File: src/rtl/dsm_pkg.sv
// Shared constants and helpers for the delta-sigma decimation path.
// Also used by dsm_cic_decimator (optional startup suppression: DSM_DEC_SETTLE_EN).
package dsm_pkg;

    localparam int                  SAMPLE_W  = 20;
    localparam logic [SAMPLE_W-1:0] VIN_FS    = 20'h0_8000;
    localparam int                  CIC_ORDER = 3;

    // DSM bit to bipolar level: 1 -> +1, 0 -> -1
    function automatic logic signed [1:0] bit_to_pm1(input logic b);
        return b ? 2'sb01 : 2'sb11;
    endfunction

    function automatic int log2_decim(input int n);
        int r;
        r = 0;
        for (int i = 0; i < 31; i++) begin
            if ((1 << i) < n) r = i + 1;
        end
        return r;
    endfunction

endpackage

File: src/rtl/cic_integrator.sv
// Enable-gated modulo-2^W accumulator; one instance per CIC integrator stage.
module cic_integrator #(
    parameter int W = 20
) (
    input  logic         clock,
    input  logic         reset,
    input  logic         en_i,
    input  logic [W-1:0] x_i,
    output logic [W-1:0] acc_o
);

    logic [W-1:0] acc_q;
    logic [W-1:0] acc_d;

    always_comb begin
        acc_d = acc_q;
        if (en_i) acc_d = acc_q + x_i;
    end

    always_ff @(posedge clock) begin
        if (reset) acc_q <= '0;
        else       acc_q <= acc_d;
    end

    assign acc_o = acc_q;

endmodule

File: src/rtl/dsm_cic_decimator.sv
// Third-order CIC decimator recovering 20-bit samples from a DSM bitstream.
// Define DSM_DEC_SETTLE_EN to suppress the first ORDER (transient) samples.
module dsm_cic_decimator
    import dsm_pkg::*;
#(
    parameter int DECIM = 64,
    parameter int ORDER = CIC_ORDER,
    parameter int ACC_W = 3 * log2_decim(DECIM) + 2
) (
    input  logic                clock,
    input  logic                reset,
    input  logic                bit_in,
    input  logic                bit_valid,
    output logic [SAMPLE_W-1:0] sample_out,
    output logic                sample_valid,
    output logic                settled
);

    localparam int LOG2_D   = log2_decim(DECIM);
    localparam int SHIFT    = 3 * LOG2_D - 15;
    localparam int SETTLE_W = $clog2(ORDER + 1);

    if (ORDER != CIC_ORDER) begin : g_order_chk
        $error("dsm_cic_decimator: ORDER must be 3");
    end
    if (DECIM < 32 || DECIM > 256 || (1 << LOG2_D) != DECIM) begin : g_decim_chk
        $error("dsm_cic_decimator: DECIM must be a power of two in 32..256");
    end

    logic [LOG2_D-1:0]   phase_q, phase_d;
    logic                strobe;
    logic [ACC_W-1:0]    x_ext;
    logic [ACC_W-1:0]    integ_in [ORDER];
    logic [ACC_W-1:0]    integ_q  [ORDER];
    logic [ACC_W-1:0]    dly1_q, dly2_q, dly3_q;
    logic [ACC_W-1:0]    c0, c1, c2, c3;
    logic signed [ACC_W-1:0] scaled_s;
    logic [SAMPLE_W-1:0] sample_d;
    logic [SAMPLE_W-1:0] sample_out_q;
    logic                sample_valid_q;
    logic                settled_q;
    logic [SETTLE_W-1:0] settle_cnt_q;

    assign x_ext = ACC_W'(bit_to_pm1(bit_in));

    for (genvar k = 0; k < ORDER; k++) begin : g_integ
        if (k == 0) begin : g_first
            assign integ_in[k] = x_ext;
        end else begin : g_rest
            assign integ_in[k] = integ_q[k-1];
        end
        cic_integrator #(.W(ACC_W)) u_integ (
            .clock (clock),
            .reset (reset),
            .en_i  (bit_valid),
            .x_i   (integ_in[k]),
            .acc_o (integ_q[k])
        );
    end

    always_comb begin
        phase_d = phase_q;
        if (bit_valid) phase_d = phase_q + 1'b1;
    end

    assign strobe = bit_valid && (phase_q == LOG2_D'(DECIM - 1));

    // Comb input is the last integrator's value including this cycle's accept.
    assign c0 = integ_q[ORDER-1] + integ_q[ORDER-2];
    assign c1 = c0 - dly1_q;
    assign c2 = c1 - dly2_q;
    assign c3 = c2 - dly3_q;

    assign scaled_s = signed'(c3) >>> SHIFT;
    assign sample_d = SAMPLE_W'(scaled_s);

    always_ff @(posedge clock) begin
        if (reset) begin
            phase_q        <= '0;
            dly1_q         <= '0;
            dly2_q         <= '0;
            dly3_q         <= '0;
            sample_out_q   <= '0;
            sample_valid_q <= 1'b0;
            settled_q      <= 1'b0;
            settle_cnt_q   <= '0;
        end else begin
            phase_q        <= phase_d;
            sample_valid_q <= 1'b0;
            if (strobe) begin
                dly1_q <= c0;
                dly2_q <= c1;
                dly3_q <= c2;
                if (settle_cnt_q != SETTLE_W'(ORDER)) settle_cnt_q <= settle_cnt_q + 1'b1;
                else                                  settled_q    <= 1'b1;
`ifdef DSM_DEC_SETTLE_EN
                if (settle_cnt_q == SETTLE_W'(ORDER)) begin
                    sample_out_q   <= sample_d;
                    sample_valid_q <= 1'b1;
                end
`else
                sample_out_q   <= sample_d;
                sample_valid_q <= 1'b1;
`endif
            end
        end
    end

    assign sample_out   = sample_out_q;
    assign sample_valid = sample_valid_q;
    assign settled      = settled_q;

endmodule

File: config.mk
export PLATFORM = sky130hd
export DESIGN_NAME = dsm_cic_decimator
export DESIGN_NICKNAME = d
export VERILOG_FILES = /design/src/rtl/dsm_pkg.sv /design/src/rtl/cic_integrator.sv /design/src/rtl/dsm_cic_decimator.sv
export SDC_FILE = /design/constraint.sdc
export NUM_CORES = 1
export LEC_CHECK = 0
export BUFFER_PORTS_ARGS = -buffer_cell sky130_fd_sc_hd__buf_2
export CAP_MARGIN = 20
export CORE_ASPECT_RATIO = 0.8
export CORE_UTILIZATION = 54
export CTS_BUF_LIST = sky130_fd_sc_hd__clkbuf_4 sky130_fd_sc_hd__clkbuf_8
export DETAILED_ROUTE_END_ITERATION = 10
export PLACE_DENSITY = 0.69
export SLEW_MARGIN = 20
export SYNTH_ARGS = -nofsm -noshare
export SYNTH_HDL_FRONTEND = slang
export SYNTH_HIERARCHICAL = 1
export SYNTH_SLANG_ARGS = --single-unit
export TNS_END_PERCENT = 1
File: constraint.sdc
create_clock -name clock -period 8.5 [get_ports clock]
set_input_delay 0.425 -clock clock [delete_from_list [all_inputs] [get_ports clock]]
set_output_delay 0.425 -clock clock [all_outputs]
set_load 0.01 [all_outputs]
Word level (Yosys, flattened, before mapping)
Index checks and enable logic that the tools add are counted.

Flip-flop bits (word level): 147. Bits of input ports: 4. Output and inout bits: 22. Logic and storage cells: 27.

$add $sub $neg: 8. Eq/ne operators: 2. Multiplexer cells: 2. Bitwise logic cells: 1. Reduce and logical (&&, ||, !) cells: 3.

Operator list (number): adder 20 bit (3); subtractor 20 bit (3); adder 6 x 1 -> 6 bit (second input constant) (1); equality test 6 bit (second input constant) (1); AND reduction 2 bit (2); adder 2 x 1 -> 2 bit (second input constant) (1); two-way mux 2 bit (1); != test 2 bit (second input constant) (1); logical AND 1 bit (1); two-way mux 1 bit (1); NOT 1 bit (1).

Logic depth before layout (Yosys ltp)
Gate-level depths: netlist (run 1).

Depth after elaboration: 4. Gate-level depth with buffers: 33. Mapped depth without buffers: 33.

Cells and area by module
The synthesis (run 1) kept the hierarchy.

By module, submodules not included: dsm_cic_decimator (times used 1, cells an instance 868, area an instance 6680.2 um^2, sequential area each 1741.7 um^2); cic_integrator (times used 3, cells an instance 239, area an instance 1901.8 um^2, sequential area each 400.4 um^2).

Worst setup path after synthesis (run 1)
No wires, ideal clock.

Kind: reg2reg. From: register g_integ[1].u_integ.acc_q[0]. To: register, netlist name sample_out[16]. Library setup time: 79 ps. Arrival time: 6452 ps. Data required time: 8421 ps. Slack: 1968 ps. Stages on the path, launching flop included: 32. Path buffers: 0. Period minus slack after synthesis: 6532 ps. Cells stage by stage: dfxtp_1 -> ha_1 -> fa_1 -> a21o_1 -> a21oi_1 -> o21bai_1 -> a21oi_1 -> o21bai_1 -> a21oi_1 -> xnor2_1 -> ha_1 -> a21o_1 -> a21o_1 -> a2111oi_0 -> o31ai_1 -> a21oi_1 -> xnor2_1 -> ha_1 -> nor2b_1 -> o21ai_0 -> o21ai_0 -> a211oi_1 -> nor3_1 -> xor2_1 -> ha_1 -> nand3_1 -> nor2_1 -> a221o_1 -> o41a_1 -> xnor2_1 -> xnor3_1 -> a211oi_2.

Word-level cells in the longest chain between the ends: 4.

Ends and longest elaborated chain: start: declaration (line cic_integrator.sv:12) `logic [W-1:0] acc_q;`; start signal: assignment (line cic_integrator.sv:21) `if (reset) acc_q <= '0;`; start signal: assignment (line cic_integrator.sv:22) `else acc_q <= acc_d;`; adder 20 bit (line dsm_cic_decimator.sv:69) `assign c0 = integ_q[ORDER-1] + integ_q[ORDER-2];`; net c0[8] (line dsm_cic_decimator.sv:36) `logic [ACC_W-1:0] c0, c1, c2, c3;`; subtractor 20 bit (line dsm_cic_decimator.sv:70) `assign c1 = c0 - dly1_q;`; net c1[12] (line dsm_cic_decimator.sv:36); subtractor 20 bit (line dsm_cic_decimator.sv:71) `assign c2 = c1 - dly2_q;`; net c2[16] (line dsm_cic_decimator.sv:36); subtractor 20 bit (line dsm_cic_decimator.sv:72) `assign c3 = c2 - dly3_q;`.

The timed path passes the listed nets, and every way through them passes these cells. A chain may end at the register's enable or synchronous reset.

Worst setup path in the final report (run 1)
From: register g_integ[1].u_integ.acc_q[0]. To: register, netlist name sample_out[16].

Word-level cells in the longest chain between the ends: 4.

Ends and longest elaborated chain (line): adder 20 bit (dsm_cic_decimator.sv:69); net c0[8] (dsm_cic_decimator.sv:36); subtractor 20 bit (dsm_cic_decimator.sv:70); net c1[12] (dsm_cic_decimator.sv:36); subtractor 20 bit (dsm_cic_decimator.sv:71); net c2[16] (dsm_cic_decimator.sv:36); subtractor 20 bit (dsm_cic_decimator.sv:72).

The timed path passes the listed nets, and every way through them passes these cells.

==> impl_metrics.py, run 1 <==
metrics = {
    "placement": {
        "gp_congestion": 0.875,
        "post-dp-hpwl_mm": 20.2,
        "port_buffers": 25,
        "place_area_um2": 12600,
    },
    "timing": {
        "tightest_slew_ns": 1.05,
        "max_freq_mhz": 135,
        "period_minus_slack_ns": 7.42,
        "slew_viol_final": 0,
        "finalSetupViolations": 0,
        "slew-limit-headroom_pct": 30.2,
        "rsz0062_at_grt": "no",
        "skew_ns": 0.0138,
        "finalHoldViolations": 0,
        "fin_crit_sh_pct": 87.2,
        "setup_tns_ns": 0,
    },
    "synth": {
        "synthFlopType": "dfxtp_1",
        "ys_warn_count": 6,
        "ys_ff_latch": 147,
        "synth_edf_count": 0,
        "synth.most_common_cell": "nand2_1",
        "async_flop_share_pct": 0,
        "synthCells": 1585,
        "synth.top_cell.area_share_pct": 23.8,
        "seq_area_frac_synth_pct": 23.8,
        "synth_top_family_by_area": "compound AO/OA/AOI/OAI gates",
        "synth_fa_ha_area_share_pct": 14.5,
        "synth_compound_area_share_pct": 25.7,
        "ys_types": 87,
        "syn_area_um2": 12400,
        "synthMuxAreaShare_pct": 2.02,
        "synth_common_cells": "nand2_1, a21oi_1, dfxtp_1",
        "synth.area.top_cells": "dfxtp_1, ha_1, a21oi_1",
        "synthSimpleGateAreaFrac_pct": 22.0,
        "synth_nets": 1729,
        "synth_area_leader_cell": "dfxtp_1",
        "avgSynthCellArea_um2": 7.81,
        "synth-xor-area-share_pct": 6.03,
    },
    "power": {
        "leakagePower_nw": 5.54,
        "peakVddDrop_uv": 421,
        "power_density_nw_per_um2": 343,
    },
    "routing": {
        "viasPerCell": 5.95,
        "drc": 0,
        "wl_per_cell_um": 15.4,
        "initialDrtViolationCount": 890,
        "antenna_left": 0,
        "vias": 11100,
        "wl_mm": 28.8,
        "drt_pre_antenna_iters": 5,
    },
    "setup_path": {
        "cp-end-kind": "register",
        "crit_slowest_cell": "a2111oi_0",
        "cp.required_ns": 8.87,
        "worstPathArrival_ns": 7.79,
        "max_stage_delay_ns": 0.61,
        "path_class": "reg -> reg",
        "critPathLaunchType": "register",
        "cp_max_fo": 5,
    },
    "worst_hold_path": {
        "hold_class": "reg -> reg",
    },
    "clocking": {
        "clk_latency_ns": 0.47,
        "postCtsSetupRepairBufs": 0,
        "ctsResizeCount": 0,
        "numCtsBuffers": 17,
        "cts_tree": "yes",
        "cts_root_buf": "clkbuf_8",
        "cts.hold.buffers_added": 0,
        "clockBufferDepth": 2,
        "clkTransAtPathRegs_ns": 0.08,
        "ctsHtreeMaxLevel": 4,
        "cts.sinks": 147,
    },
    "layout": {
        "final_nets": 1698,
        "antenna_cells": 0,
        "syn_to_final_growth_pct": 4.72,
        "fin_area_um2": 13000,
        "final_core_util_pct": 57.6,
        "drive_gt1_share_pct": 6.83,
    },
    "global_routing": {
        "grt_pass1_wl_mm": 47.2,
        "antenna_found_initial": 0,
        "grt_start_max_net_pins": 97,
        "grt_usage_pct": 24.8,
        "grt_pass1_vias": 9789,
        "grt.overflow.total": 0,
    },
    "die": {
        "io_pins": 26,
        "core_um2": 22500,
        "fp.dieArea_um2": 23600,
        "start_util_pct": 55.0,
        "die_h_um": 137,
        "die_w_um": 171,
        "fp-row-count": 49,
    },
    "outcome": {
        "outcome": "completed",
    },
    "flow_run": {
        "cap_viol_max_count": 0,
    },
}
-- cell type report --
class	instances	area (µm²)
Clock buffer	24	324
Clock inverter	7	72.6
Fill cell	2085	9530
Inverter	97	364
Multi-Input combinational cell	1261	8710
Sequential cell	147	2940
Tap cell	306	383
Timing Repair Buffer	30	169
-- report_power, final --
part / internal [W] / switching [W] / total (W)
Clock: 0.000280 / 0.000282 / 0.000563
Combinational: 0.00136 / 0.00175 / 0.00312
Sequential: 0.000725 / 0.0000437 / 0.000768
Total: 0.00237 / 0.00208 / 0.00445
-- layer usage --
metal / part of all wire (%) / vias up / GRT usage (%)
met5: 0 / - / 0
met4: 0.77 / 0 / 5.36
met3: 6.2 / 21 / 5.00
met2: 40 / 281 / 36.1
met1: 53 / 5133 / 37.0
li1: - / 5695 / -
-- path summary, 6_finish.rpt --
check,from,endpoint,slack [ns],depth (start not counted)
max,g_integ[1].u_integ/acc_o[0]$_SDFFE_PP0P_,sample_out[16]$_SDFFE_PP0P_,1.08,31
min,sample_out[0]$_SDFFE_PP0P_,sample_out[0]$_SDFFE_PP0P_,0.45,2
max reg2reg,g_integ[1].u_integ/acc_o[0]$_SDFFE_PP0P_,sample_out[16]$_SDFFE_PP0P_,1.08,31
min reg2reg,sample_out[0]$_SDFFE_PP0P_,sample_out[0]$_SDFFE_PP0P_,0.45,2
-- metrics by stage --
| step | hold slack (ns) | setup slack [ns] | std cells | power, W |
|---|---|---|---|---|
| 5_1_grt | 0.466 | 0.638 | 1872 | 0.00485 |
| 3_5_place_dp | 0.440 | 1.19 | 1841 | 0.00383 |
| 2_1_floorplan | 0.436 | 1.97 | 1585 | 0.00332 |
| 6_report | 0.448 | 1.08 | 1872 | 0.00445 |
| 4_1_cts | 0.425 | 1.16 | 1872 | 0.00443 |
| 3_3_place_gp | 0.436 | 1.41 | 1841 | 0.00379 |
-- cells by family (layout without fill, tap and decap cells) --
group	count (synthesis)	count (layout)
AND/OR/NAND/NOR	550	550
AO/OA/AOI/OAI	463	463
buffers and inverters	177	158
flip-flops	147	147
adder cells (fa/ha/maj)	140	140
XOR/XNOR	82	82
multiplexers	25	25
other	1	1
-- placed cells by master, fill, tap and decap left out, types with 10 or more instances in the layout --
master,instances
xor2_1,26
a21oi_1,154
o211ai_1,30
and3_1,20
a211oi_1,30
o21ai_0,39
a21o_1,53
nor2_1,83
nand3_1,61
or4_1,11
nand4_1,11
dfxtp_1,147
xnor2_1,54
ha_1,134
nand2b_1,20
or3_1,22
inv_1,97
nor3_1,55
buf_2,24
mux2i_1,25
nand2_1,200
clkbuf_8,23
o311ai_0,10
o21ai_1,14
nor2b_1,16
o21a_1,16
-- state kept, by name, summed over array words and instances (netlist names) --
signal and flops:
settled 1, sample_valid 1, phase_q 6, settle_cnt_q 2, dly3_q 20, dly1_q 20
sample_out 17, g_integ.u_integ/acc_o 60, dly2_q 20
-- worst max-delay path, delay by kind of cell (launching register included) --
family / cells / cell delay (ns)
compound gates: 17 / 4.03
fa+ha+maj: 5 / 1.59
xor+xnor: 5 / 0.94
simple gates: 4 / 0.44
flops: 1 / 0.34
Note: power is estimated with default switching activity, not from simulation.
==> run 2: changes to the inputs <==
Settings changed: SYNTH_HIERARCHICAL 1 to unset.
==> run 2 against run 1 <==
Against the previous run: hold slack got worse by 0.086 ns; global-route usage fell by 3.1 points; highest routed layer unchanged; via count is 24% lower.
==> impl_metrics.py, run 2 <==
metrics = {
    "die": {
        "io_pins": 26,
        "start_util_pct": 56.0,
        "die_h_um": 126,
        "fp-row-count": 44,
        "core_um2": 18400,
        "fp.dieArea_um2": 19700,
        "die_w_um": 157,
    },
    "placement": {
        "port_buffers": 25,
        "gp_congestion": 0.853,
        "place_ws_ns": 1.44,
        "post-dp-hpwl_mm": 14.2,
    },
    "synth": {
        "synth.most_common_cell": "nand2_1",
        "synth_edf_count": 0,
        "synth.top_cell.area_share_pct": 28.5,
        "synthFlopType": "dfxtp_1",
        "ys_warn_count": 0,
        "async_flop_share_pct": 0,
        "seq_area_frac_synth_pct": 28.5,
        "synth_common_cells": "nand2_1, dfxtp_1, a21oi_1",
        "synth_nets": 1403,
        "synthCells": 1280,
        "ys_ff_latch": 147,
        "synth.area.top_cells": "dfxtp_1, ha_1, a21oi_1",
        "synth_area_leader_cell": "dfxtp_1",
        "syn_area_um2": 10300,
        "ys_types": 72,
        "avgSynthCellArea_um2": 8.07,
    },
    "timing": {
        "rsz0062_at_grt": "no",
        "slew_viol_final": 0,
        "slew-limit-headroom_pct": 30.9,
        "fin_crit_sh_pct": 84.6,
        "setup_tns_ns": 0,
        "skew_ns": 0.0140,
        "period_minus_slack_ns": 7.19,
        "tightest_slew_ns": 1.04,
        "finalSetupViolations": 0,
        "max_freq_mhz": 139,
        "holdWs_ns": 0.362,
        "finalHoldViolations": 0,
        "worst_slack_ns": 1.31,
    },
    "worst_hold_path": {
        "hp-start": "bit_in",
        "hold_class": "in -> reg",
    },
    "clocking": {
        "clkTransAtPathRegs_ns": 0.09,
        "clockBufferDepth": 2,
        "cts_tree": "yes",
        "ctsResizeCount": 0,
        "cts_root_buf": "clkbuf_8",
        "ctsHtreeMaxLevel": 4,
        "cts.sinks": 147,
        "postCtsSetupRepairBufs": 0,
        "numCtsBuffers": 17,
        "cts.hold.buffers_added": 0,
        "clk_latency_ns": 0.46,
    },
    "layout": {
        "drive_gt1_share_pct": 6.81,
        "final_cell_mix": "nand2_1, dfxtp_1, a21oi_1",
        "syn_to_final_growth_pct": 6.25,
        "n_fill_cell": 1701,
        "final_nets": 1402,
        "largest_reg_flops": 60,
        "multi_input_area_um2": 6810,
        "final_common_cell": "nand2_1",
        "antenna_cells": 0,
        "seqCellArea_um2": 2940,
    },
    "global_routing": {
        "grt_start_max_net_pins": 96,
        "grt_pass1_vias": 7806,
        "grt_usage_pct": 21.7,
        "antenna_found_initial": 0,
        "grt.overflow.total": 0,
        "grt_pass1_wl_mm": 35.5,
    },
    "setup_path": {
        "max_stage_delay_ns": 0.43,
        "critPathBufInv": 0,
        "cp-end-kind": "register",
        "path_class": "reg -> reg",
        "worstPathArrival_ns": 7.57,
        "cp_max_fo": 5,
        "cp.required_ns": 8.88,
        "crit_start": "g_integ[1].u_integ.acc_o[0]$_SDFFE_PP0P_",
        "crit_slowest_cell": "fa_1",
        "r2r_start": "g_integ[1].u_integ.acc_o[0]$_SDFFE_PP0P_",
        "cpLargestDelayFamily": "compound AO/OA/AOI/OAI gates",
        "critPathLaunchType": "register",
    },
    "routing": {
        "wl_per_cell_um": 13.2,
        "drc": 0,
        "drt_pre_antenna_iters": 5,
        "wl_mm": 20.4,
        "initialDrtViolationCount": 524,
        "viasPerCell": 5.45,
        "antenna_left": 0,
        "vias": 8419,
    },
    "outcome": {
        "outcome": "completed",
    },
    "power": {
        "leakagePower_nw": 4.56,
        "power_density_nw_per_um2": 401,
        "peakVddDrop_uv": 240,
    },
    "flow_run": {
        "cap_viol_max_count": 0,
    },
}
-- run 2: cell types whose count changed after synthesis, sizes merged, moves of 24 or more --
| cell | delta |
|---|---|
| nand2 | -31 |
| nand3 | -51 |
| nor2 | +31 |
| nor3 | -38 |
| o211ai | -24 |
-- run 2: power breakdown --
part / leakage [nW] / switching [W] / internal, W
Combinational: 3.17 / 0.00172 / 0.00134
Sequential: 1.19 / 0.0000361 / 0.000730
Clock: 0.202 / 0.000281 / 0.000289
-- run 2: kinds of logic (layout without fill, tap and decap cells) --
| logic type | after synthesis | count (layout) | share of synthesized area [%] |
|---|---|---|---|
| AOI/OAI and AO/OA | 340 | 340 | 21.2 |
| buffers and inverters | 137 | 149 | 5.59 |
| muxes | 42 | 42 | 4.07 |
| adders and majority gates | 119 | 119 | 14.8 |
| and+or+nand+nor | 393 | 393 | 17.0 |
| xor gates and xnor gates | 102 | 102 | 8.87 |
| DFF | 147 | 147 | 28.5 |
-- run 2: metrics by stage --
| stage | std cells | power (W) | utilization (%) | area (µm²) |
|---|---|---|---|---|
| 3_5_place_dp | 1513 | 0.00379 | 57.3 | 10600 |
| 2_1_floorplan | 1280 | 0.00329 | - | 10300 |
| 3_3_place_gp | 1513 | 0.00376 | 57.3 | 10600 |
| 5_1_grt | 1545 | 0.00485 | 59.5 | 11000 |
| 4_1_cts | 1545 | 0.00440 | 59.5 | 11000 |
| 6_report | 1545 | 0.00439 | 59.5 | 11000 |
-- run 2: final cells by class --
cell class | instances | share of cell area, %
multi-input combinational | 996 | 62.1
inverter | 88 | 3.01
sequential | 147 | 26.8
clock inverter | 11 | 1.16
clock buffer | 21 | 2.58
tap | 253 | 2.89
timing repair buffer | 29 | 1.46
-- run 2: path summary, 6_finish.rpt --
kind,endpoint,slack [ns],cells past startpoint
worst max-delay path,sample_out[16]$_SDFFE_PP0P_,1.31,27
worst min-delay path,g_integ[0].u_integ.acc_o[19]$_SDFFE_PP0P_,0.36,5
worst max register to register,sample_out[16]$_SDFFE_PP0P_,1.31,27
worst min register to register,sample_out[5]$_SDFFE_PP0P_,0.45,2
-- run 2: worst min-delay path, stage by stage --
cell	delay [ns]
buf_2	0.10
xnor2_1	0.07
nand2_1	0.07
xor2_1	0.06
nor2_1	0.07
-- run 2: per-layer routing --
| metal | vias up | wire, µm | track usage (%) |
|---|---|---|---|
| met5 | - | 0 | 0 |
| met4 | 0 | 187 | 5.19 |
| met3 | 14 | 516 | 3.75 |
| met2 | 89 | 8520 | 33.5 |
| met1 | 3853 | 11200 | 31.2 |
| li1 | 4463 | - | - |
==> run 3: changes to the inputs <==
Clock period 8.5 ns to 6.83 ns, I/O delays scaled along.
==> run 3 against run 2 <==
Against the previous run: count of clock-buffer cells in the layout is 2 lower; clock power grew 20%; highest routed layer unchanged; fmax is 12% higher; die area is the same; wire length fell by 0.11%; sequential power up 24%; largest cell class unchanged; flip-flop and latch count is the same; largest power group unchanged; first-iteration DRC count is 5.2% higher; critical path depth increased by 7; clock skew shrank 0.0037 ns; worst setup slack lost 0.91 ns; critical endpoint unchanged; total power increased by 29%.
==> impl_metrics.py, run 3 (synthesis gave the netlist of run 2 again) <==
metrics = {
    "outcome": {
        "outcome": "completed",
    },
    "timing": {
        "skew_ns": 0.0103,
        "finalSetupViolations": 0,
        "max_freq_mhz": 155,
        "slew_viol_final": 0,
        "slew-limit-headroom_pct": 29.3,
        "finalHoldViolations": 0,
        "tightest_slew_ns": 1.06,
        "period_minus_slack_ns": 6.43,
        "worst_slack_ns": 0.398,
        "fin_crit_sh_pct": 94.2,
    },
    "global_routing": {
        "grt_start_max_net_pins": 97,
        "grt_pass1_wl_mm": 34.8,
        "grt_usage_pct": 21.3,
        "grt_pass1_vias": 7539,
        "grt.overflow.total": 0,
        "antenna_found_initial": 0,
    },
    "power": {
        "seq_power_share_pct": 16.8,
        "p_int_w": 0.00303,
        "power_frac_comb_pct": 71.0,
        "leakagePower_nw": 4.60,
        "power_switching_share_pct": 46.4,
        "peakVddDrop_uv": 429,
        "power.share.clock_pct": 12.1,
        "power_density_nw_per_um2": 509,
        "switchingPower_w": 0.00263,
    },
    "clocking": {
        "numCtsBuffers": 17,
        "clkTransAtPathRegs_ns": 0.09,
        "clockBufferDepth": 2,
        "cts_tree": "yes",
        "clk_latency_ns": 0.46,
        "cts_root_buf": "clkbuf_8",
        "ctsHtreeMaxLevel": 4,
        "cts.sinks": 147,
    },
    "placement": {
        "place_ws_ns": -0.0365,
        "dp_cells": 1515,
        "post-dp-hpwl_mm": 14.1,
        "gp_congestion": 0.886,
        "port_buffers": 25,
    },
    "setup_path": {
        "path_class": "reg -> reg",
        "cp_max_fo": 4,
        "crit_slowest_cell": "fa_2",
        "cpLargestDelayFamily": "compound AO/OA/AOI/OAI gates",
        "cp.required_ns": 7.21,
        "cp_common_cell": "a21oi_1",
        "critPathBufInv": 1,
        "max_stage_delay_ns": 0.37,
        "critPathLaunchType": "register",
        "crit_start": "g_integ[1].u_integ.acc_o[0]$_SDFFE_PP0P_",
        "worstPathArrival_ns": 6.81,
        "r2r_start": "g_integ[1].u_integ.acc_o[0]$_SDFFE_PP0P_",
        "cp-end-kind": "register",
    },
    "die": {
        "die_h_um": 126,
        "fp.dieArea_um2": 19700,
        "io_pins": 26,
        "start_util_pct": 56.0,
        "die_w_um": 157,
        "core_um2": 18400,
        "fp-row-count": 44,
    },
    "layout": {
        "final_common_cell": "nand2_1",
        "final_cells": 1552,
        "largest_reg_flops": 60,
        "final_cell_mix": "nand2_1, dfxtp_1, a21oi_1",
        "final_nets": 1411,
        "drive_gt1_share_pct": 8.93,
        "final_core_util_pct": 60.3,
        "syn_to_final_growth_pct": 7.79,
        "antenna_cells": 0,
    },
    "routing": {
        "drc": 0,
        "drt_pre_antenna_iters": 5,
        "antenna_left": 0,
        "initialDrtViolationCount": 551,
        "wl_per_cell_um": 13.1,
        "wl_mm": 20.4,
        "viasPerCell": 5.45,
        "vias": 8463,
    },
    "worst_hold_path": {
        "hold_class": "in -> reg",
        "hp-start": "bit_in",
    },
    "flow_run": {
        "cap_viol_max_count": 0,
    },
}
[run 3: cell type report]
class / instances / area [µm²]
well taps: 253 / 317
flip-flops and latches: 147 / 2940
repair buffers: 38 / 228
multi-input cells: 996 / 6920
clock buffers: 19 / 255
clock inverters: 11 / 131
fillers: 1697 / 7310
inverters: 88 / 330
[run 3: what timing repair did]
| item | in CTS | in global routing |
|---|---|---|
| setup buffers | 0 | 7 |
| setup endpoints to repair | 1 | 4 |
| cloned | 0 | 0 |
| hold buffers | 0 | 0 |
| resized for setup | 1 | 25 |
| pin swaps | 1 | 15 |
[run 3: power groups by stage]
stage                     sequential (W)  clock, W  combinational (W)
after floorplan                 0.000960         0            0.00314
after global placement          0.000972         0            0.00372
after detailed placement        0.000974         0            0.00375
after CTS                       0.000954  0.000705            0.00379
after global routing            0.000961  0.000740            0.00451
final                           0.000953  0.000686            0.00402
[run 3: path summary, 6_finish.rpt]
check | slack, ns | cells after the start | to
setup reg to reg | 0.40 | 34 | sample_out[16]$_SDFFE_PP0P_
setup / recovery | 0.40 | 34 | sample_out[16]$_SDFFE_PP0P_
hold reg to reg | 0.45 | 2 | sample_out[8]$_SDFFE_PP0P_
hold / removal | 0.29 | 5 | g_integ[0].u_integ.acc_o[19]$_SDFFE_PP0P_
[run 3: through the flow]
step                      setup TNS, ns  power (W)  hold WS, ns  instance area [µm²]
after floorplan                       0    0.00410        0.436                10300
after detailed placement        -0.0365    0.00473        0.441                10600
after CTS                             0    0.00545        0.269                11000
final                                 0    0.00566        0.289                11100
after global placement                0    0.00469        0.436                10600
after global routing           -0.00884    0.00621        0.285                11100
[run 3: metal layers]
metal,GRT usage [%],wire length [µm],vias to the layer above
met3,3.61,524,16
met2,32.4,8620,90
li1,-,-,4472
met5,0,0,-
met4,4.67,166,0
met1,31.4,11100,3885
[run 3: worst reg2reg max path, delay by kind of cell (launching register included)]
family | cells | cell delay (ns)
DFF | 1 | 0.33
AOI/OAI and AO/OA | 14 | 2.36
adders and majority gates | 5 | 1.59
and+or+nand+nor | 10 | 1.29
xor gates and xnor gates | 4 | 0.67
buffers and inverters | 1 | 0.14
